**src/rtl/crc_frame_rx_if.sv**
```systemverilog
// crc_frame_rx_if: UART byte input, CRC block link and AES-side frame handshake
//   master drives rx_byte/rx_valid, crc_in and frame_ready; slave drives crc_data/crc_en and frame_data/frame_valid
interface crc_frame_rx_if;
    logic [7:0]   rx_byte;
    logic         rx_valid;
    logic [111:0] crc_data;
    logic         crc_en;
    logic [15:0]  crc_in;
    logic [111:0] frame_data;
    logic         frame_valid;
    logic         frame_ready;
    modport master (
        output rx_byte, rx_valid, crc_in, frame_ready,
        input  crc_data, crc_en, frame_data, frame_valid
    );
    modport slave (
        input  rx_byte, rx_valid, crc_in, frame_ready,
        output crc_data, crc_en, frame_data, frame_valid
    );
endinterface

```
**src/rtl/crc_frame_rx.sv**
```systemverilog
// crc_frame_rx: assembles 14 payload bytes + 2 CRC bytes, checks CRC, hands good frames to AES
//   clk, rst            rising-edge clock, synchronous active-high reset
//   bus (slave)         rx_byte/rx_valid in, crc_data/crc_en out, crc_in in, frame_data/frame_valid out, frame_ready in
//   crc_err             1-cycle pulse, CRC mismatch, frame dropped
//   timeout_err         1-cycle pulse, partial frame aborted after inter-byte timeout
//   overrun_err         1-cycle pulse, byte arrived while not accepting
//   busy                high in any state other than IDLE
module crc_frame_rx #(
    parameter int TIMEOUT_CYCLES = 50000,
    parameter int TO_W           = 16
) (
    input  logic           clk,
    input  logic           rst,
    crc_frame_rx_if.slave  bus,
    output logic           crc_err,
    output logic           timeout_err,
    output logic           overrun_err,
    output logic           busy
);
    typedef enum logic [1:0] {IDLE, COLLECT, CHECK, HOLD} state_t;
    state_t state, state_n;
    logic [3:0] cnt, wr_idx;
    logic [111:0] payload;
    logic [15:0] rxcrc;
    logic [TO_W-1:0] to_cnt;
    logic handshake, accept, to_exp, crc_ok;
    always_comb begin
        handshake = state == HOLD && bus.frame_ready;
        accept    = bus.rx_valid && (state == IDLE || state == COLLECT || handshake);
        // expiry is the idle cycle whose increment would reach TIMEOUT_CYCLES; a byte in that cycle still wins
        to_exp    = state == COLLECT && !bus.rx_valid && to_cnt == TO_W'(TIMEOUT_CYCLES - 1);
        crc_ok    = bus.crc_in == rxcrc;
        // a byte accepted outside COLLECT always starts a new frame
        wr_idx    = state == COLLECT ? cnt : 4'd0;
        state_n   = state;
        case (state)
            IDLE:    state_n = bus.rx_valid ? COLLECT : IDLE;
            COLLECT: state_n = (accept && cnt == 4'd15) ? CHECK : to_exp ? IDLE : COLLECT;
            CHECK:   state_n = crc_ok ? HOLD : IDLE;
            HOLD:    state_n = !bus.frame_ready ? HOLD : bus.rx_valid ? COLLECT : IDLE;
            default: state_n = IDLE;
        endcase
    end
    always_ff @(posedge clk) begin
        if (rst) begin
            state           <= IDLE;
            cnt             <= '0;
            payload         <= '0;
            rxcrc           <= '0;
            to_cnt          <= '0;
            bus.frame_data  <= '0;
            bus.frame_valid <= 1'b0;
            crc_err         <= 1'b0;
            timeout_err     <= 1'b0;
            overrun_err     <= 1'b0;
        end else begin
            state       <= state_n;
            crc_err     <= state == CHECK && !crc_ok;
            timeout_err <= to_exp;
            overrun_err <= bus.rx_valid && (state == CHECK || (state == HOLD && !bus.frame_ready));
            if (accept) begin
                cnt    <= wr_idx + 4'd1;
                to_cnt <= '0;
                if (wr_idx < 4'd14)
                    payload[{4'd13 - wr_idx, 3'b000} +: 8] <= bus.rx_byte;
                else if (wr_idx == 4'd14)
                    rxcrc[15:8] <= bus.rx_byte;
                else
                    rxcrc[7:0] <= bus.rx_byte;
            end else if (to_exp) begin
                cnt    <= '0;
                to_cnt <= '0;
            end else if (state == COLLECT) begin
                to_cnt <= to_cnt + TO_W'(1);
            end
            if (state == CHECK && crc_ok) begin
                bus.frame_data  <= payload;
                bus.frame_valid <= 1'b1;
            end else if (handshake) begin
                bus.frame_valid <= 1'b0;
            end
        end
    end
    assign bus.crc_data = payload;
    assign bus.crc_en   = state == CHECK;
    assign busy         = state != IDLE;
endmodule

```
**src/flat_wrapper.sv**
```systemverilog
// flat-port wrapper written by rule: the top's interface ports become plain ports
module crc_frame_rx_flat 
#(
    parameter int TIMEOUT_CYCLES = 50000,
    parameter int TO_W           = 16
)
  (clk, rst, crc_err, timeout_err, overrun_err, busy, bus_rx_byte, bus_rx_valid, bus_crc_in, bus_frame_ready, bus_crc_data, bus_crc_en, bus_frame_data, bus_frame_valid);
  crc_frame_rx_if bus_i ();
  input  logic clk;
  input  logic rst;
  output logic crc_err;
  output logic timeout_err;
  output logic overrun_err;
  output logic busy;
  input wire logic [$bits(bus_i.rx_byte)-1:0] bus_rx_byte;
  input wire logic [$bits(bus_i.rx_valid)-1:0] bus_rx_valid;
  input wire logic [$bits(bus_i.crc_in)-1:0] bus_crc_in;
  input wire logic [$bits(bus_i.frame_ready)-1:0] bus_frame_ready;
  output wire logic [$bits(bus_i.crc_data)-1:0] bus_crc_data;
  output wire logic [$bits(bus_i.crc_en)-1:0] bus_crc_en;
  output wire logic [$bits(bus_i.frame_data)-1:0] bus_frame_data;
  output wire logic [$bits(bus_i.frame_valid)-1:0] bus_frame_valid;
  assign bus_i.rx_byte = bus_rx_byte;
  assign bus_i.rx_valid = bus_rx_valid;
  assign bus_i.crc_in = bus_crc_in;
  assign bus_i.frame_ready = bus_frame_ready;
  assign bus_crc_data = bus_i.crc_data;
  assign bus_crc_en = bus_i.crc_en;
  assign bus_frame_data = bus_i.frame_data;
  assign bus_frame_valid = bus_i.frame_valid;
  crc_frame_rx #(.TIMEOUT_CYCLES(TIMEOUT_CYCLES), .TO_W(TO_W)) u_core (.clk(clk), .rst(rst), .bus(bus_i), .crc_err(crc_err), .timeout_err(timeout_err), .overrun_err(overrun_err), .busy(busy));
endmodule
```
**config.mk**
```make
export PLATFORM = sky130hd
export DESIGN_NAME = crc_frame_rx_flat
export DESIGN_NICKNAME = d
export VERILOG_FILES = /design/src/rtl/crc_frame_rx_if.sv /design/src/rtl/crc_frame_rx.sv /design/src/flat_wrapper.sv
export SDC_FILE = /design/constraint.sdc
export NUM_CORES = 1
export LEC_CHECK = 0
export ABC_AREA = 1
export CAP_MARGIN = 10
export CORE_ASPECT_RATIO = 0.5
export CORE_UTILIZATION = 52
export DETAILED_ROUTE_END_ITERATION = 6
export PLACE_DENSITY = 0.86
export SLEW_MARGIN = 20
export SYNTH_ARGS = -nofsm -noshare
export SYNTH_HDL_FRONTEND = slang
export SYNTH_SLANG_ARGS = --single-unit
```
**constraint.sdc**
```tcl
create_clock -name clk -period 3.15 [get_ports clk]
set_input_delay 0.315 -clock clk [delete_from_list [all_inputs] [get_ports clk]]
set_output_delay 0.315 -clock clk [all_outputs]
set_load 0.005 [all_outputs]
```
==> summary by stage <==
Final layout
The final-stage net count is 2153. The total of fill cells in the finished design is 1973. The proportion of layout cells with a drive suffix above 1 is 5.80%. The number of diodes added for antenna fixing is 0. The relative area change from synthesis to final layout is 28.4%.

Timing
For the finished layout, the period the worst path requires is around 2900 ps. Setup repair after global routing left no endpoint under its margin. The maximum operating frequency is about 0.34 GHz. Across the routed clock network, the largest skew measured is 11.9 ps. Setup violations remaining at the end of the flow were counted as 0.

The final sum of negative setup slack is 0 ps. The worst pin sits at a relative slew slack of between 50% and 60%. The final critical-path setup slack is 251 ps.

The worst path uses around 90% of the clock period. The number of hold-slack violations in the final timing report is 0. For the pin with the worst max-slew slack, the measured transition is 681 ps.

The number of max-slew violations in the final report came to 0.

Global routing
The maximum number of pins on one net before global-route repair is between 80 and 90. The number of antenna violations at the first check in global routing was 0. Global routing used around 30% of the available tracks across all layers. The total overflow left after global routing is 0. The first global-routing pass estimated around 59000 um of wire. The number of global-route vias before repair came to approximately 11k.

Clock tree
In this run, CTS created clock tree buffers numbering 25. The post-cts sizing count is 0. The total setup buffers inserted after CTS is 0. The clock-pin slew reported for the worst setup and hold paths after clock tree synthesis is around 60 ps.

In this run the clock root is driven by a sky130_fd_sc_hd__clkbuf_16. Clock latency on the worst-skew pair, taken at its later pin, is between 500 and 600 ps. The H-tree depth is 1. The TritonCTS clock tree is yes. The quantity of hold-fixing buffers added after cts is 0. The clock sink count is roughly 270. The longest clock path from root to sink contains 3 buffers.

Logic synthesis
After synthesis the cells add up to around 13000 um2. The number of warnings printed during yosys synthesis is 0. The number of distinct standard cells referenced by the synthesized netlist is 41.

After synthesis, flip-flops and latches occupy 41.9% of the total area. Counting flops with a built-in enable in the synthesized netlist gives 0. Counting flops and latches in the post-synthesis netlist gives between 200 and 300. The post-synthesis async set-or-reset flop share is 0%. The most used flip-flop cell after synthesis is sky130_fd_sc_hd__dfxtp_1. The number of nets in the synthesized netlist is approximately 1.9k.

Dividing the synthesized area by the synthesized cell count gives ~6.7 um2. The gate count of the mapped netlist is ~1.9k.

Die
After floorplanning, the core was divided into 40 placement rows. The number of primary I/O pins is between 200 and 300. The total die area is 25100 um2.

From left edge to right edge, the die measures 223 um. The height of the die is between 100 and 150 um. The starting density of the core is between 50% and 60%.

The area of the core is 24000 um2.

Place
At the placement stage, the worst setup path has a slack of around 400 ps. The congestion estimate from routability-driven global placement came to slightly below 1. Input and output buffers added on the ports amount to 257. The HPWL reported at the end of detailed placement is between 20000 and 30000 um.

Route
The routed design has between 30000 and 40000 um of wire. The post-route antenna net violation count is 0. The mean routed wirelength per cell is 15.6 um. The total vias in the final route is between 10k and 15k. The average vias per placed instance is 5.05. The count of TritonRoute iterations in the first routing pass is 6.

After the first detailed-routing iteration, the DRC count stood at approximately 1.3k. The number of DRC violations after detailed routing is 0.

Flow run
Max-cap violations in this run came to 0.

Critical path
The startpoint identified for the worst register-to-register timing path is u_core.state[1]. STA puts the critical path data required time at 3560 ps. Counting cells, the worst reg-to-reg path comes to 10. The classification of the worst setup path is reg2reg.

STA classifies the critical path startpoint as a flip-flop. The largest fanout on the critical path is 20. The endpoint identified for the worst register-to-register timing path is u_core.bus.crc_data[79]. The setup slack of the most critical reg-to-reg path is 250 ps.

The worst setup path is captured at a flip-flop. Data arrives at the worst endpoint at about 3300 ps.

Power and ir drop
The total power consumption of the routed design is 7.01 mW. The worst-case IR drop observed on VDD is roughly 0.00025 V. For this design the ratio of total power to cell area is 429 nW/um2. The standby leakage power is roughly 7.2 nW.

Worst hold path
The worst hold path terminates at u_core.overrun_err. The class of the tightest hold or removal check is in2reg. The cell depth of the worst min-delay path is 3. The launch instance of the worst min-delay path is bus_rx_valid.

Outcome
The flow ran to the end, and the final reports show no timing, DRC or antenna violations.
-- worst max-delay path by stage --
stage                          startpoint                 endpoint  slack [ps]  cells after the start
after global routing      u_core.state[1]  u_core.bus.crc_data[79]         110                     10
after detailed placement  u_core.state[1]  u_core.bus.crc_data[22]         410                     11
after global placement    u_core.state[1]  u_core.bus.crc_data[17]         530                     10
final                     u_core.state[1]  u_core.bus.crc_data[79]         250                     10
after CTS                 u_core.state[1]  u_core.bus.crc_data[79]         380                     10
after floorplan           u_core.state[1]  u_core.bus.crc_data[86]         570                     13
-- registers in the layout (all words and copies together) (netlist names) --
signal and flops:
u_core.bus.frame_valid 1, u_core.bus.crc_data 112, u_core.timeout_err 1, u_core.overrun_err 1, u_core.rxcrc 16, u_core.state 2, u_core.cnt 4, u_core.to_cnt 16
u_core.bus.frame_data 112, u_core.crc_err 1
-- layout make-up --
type                    count  area (um2)  area share, %
clock buffers              33         716           4.38
clock inverters            12         144          0.881
inverters                 413        1560           9.56
multi-input cells        1126        5350           32.8
flip-flops and latches    266        5330           32.6
well taps                 315         394           2.41
repair buffers            287        2840           17.4
-- worst max-delay path: stages, from the launching register on --
cell and delay, ps:
sky130_fd_sc_hd__dfxtp_1 510, sky130_fd_sc_hd__inv_4 110, sky130_fd_sc_hd__nand3_4 210, sky130_fd_sc_hd__clkinv_1 140, sky130_fd_sc_hd__ha_1 270, sky130_fd_sc_hd__xnor2_4 320
sky130_fd_sc_hd__nand2_1 80, sky130_fd_sc_hd__nor2_1 350, sky130_fd_sc_hd__nand2_1 380, sky130_fd_sc_hd__o21ai_0 310, sky130_fd_sc_hd__a21oi_1 80
-- cell families after synthesis --
group	count (synthesis)	synth area share [%]
simple gates	987	34.8
buf+inv	516	16.3
flops	266	41.9
compound gates	107	4.55
xor+xnor	26	1.94
fa+ha+maj	6	0.591
-- synth_stat cells, types with 5 or more instances --
cell / count / share of area (%)
sky130_fd_sc_hd__nand2_1: 412 / 12
sky130_fd_sc_hd__inv_1: 403 / 12
sky130_fd_sc_hd__nor2_1: 330 / 9.7
sky130_fd_sc_hd__dfxtp_1: 266 / 42
sky130_fd_sc_hd__nand4_1: 128 / 6.3
sky130_fd_sc_hd__nand3_1: 69 / 2.7
sky130_fd_sc_hd__a21oi_1: 53 / 2.1
sky130_fd_sc_hd__clkbuf_1: 42 / 1.2
sky130_fd_sc_hd__buf_2: 39 / 1.5
sky130_fd_sc_hd__o21ai_0: 38 / 1.5
sky130_fd_sc_hd__xor2_1: 17 / 1.2
sky130_fd_sc_hd__buf_1: 11 / 0.32
sky130_fd_sc_hd__nor3_1: 11 / 0.43
sky130_fd_sc_hd__buf_6: 9 / 0.80
sky130_fd_sc_hd__a211oi_1: 8 / 0.47
sky130_fd_sc_hd__nor2_4: 8 / 0.71
sky130_fd_sc_hd__xnor2_1: 8 / 0.55
sky130_fd_sc_hd__inv_2: 7 / 0.21
sky130_fd_sc_hd__ha_1: 6 / 0.59
sky130_fd_sc_hd__nand3_2: 5 / 0.39
-- layout by cell type (no fill, tap or decap), drive strengths merged, types with 3 or more instances in the layout --
master / Yosys / routed
nand2: 420 / 420
inv: 412 / 413
nor2: 341 / 341
dfxtp: 266 / 266
clkdlybuf4s50: 0 / 257
nand4: 131 / 131
nand3: 77 / 77
a21oi: 56 / 56
o21ai: 40 / 40
clkbuf: 42 / 33
buf: 61 / 30
xor2: 17 / 17
nor3: 14 / 14
xnor2: 9 / 9
a211oi: 8 / 8
clkinv: 1 / 7
ha: 6 / 6
o22ai: 3 / 3
bufinv: 0 / 3
-- stage by stage --
step	instances	area, um2	utilization, %	hold WS, ps
2_1_floorplan	1908	12700	-	393
3_3_place_gp	2407	15500	64.5	446
3_5_place_dp	2407	15500	64.5	449
4_1_cts	2452	16300	68.1	435
5_1_grt	2452	16300	68.1	471
6_report	2452	16300	68.1	454
-- layer usage --
layer	wire length, um	vias up	track usage [%]
li1	-	6168	-
met1	16100	5608	38.8
met2	17500	516	48.3
met3	3430	100	7.38
met4	1310	2	9.93
met5	101	-	3.42
-- power by group --
| part | internal (mW) | leakage, nW | switching (mW) | total (mW) |
|---|---|---|---|---|
| Sequential | 3.38 | 2.14 | 0.0170 | 3.40 |
| Clock | 1.85 | 0.424 | 1.36 | 3.21 |
| Combinational | 0.137 | 4.61 | 0.263 | 0.400 |
Power figures use the tool's default switching activity.
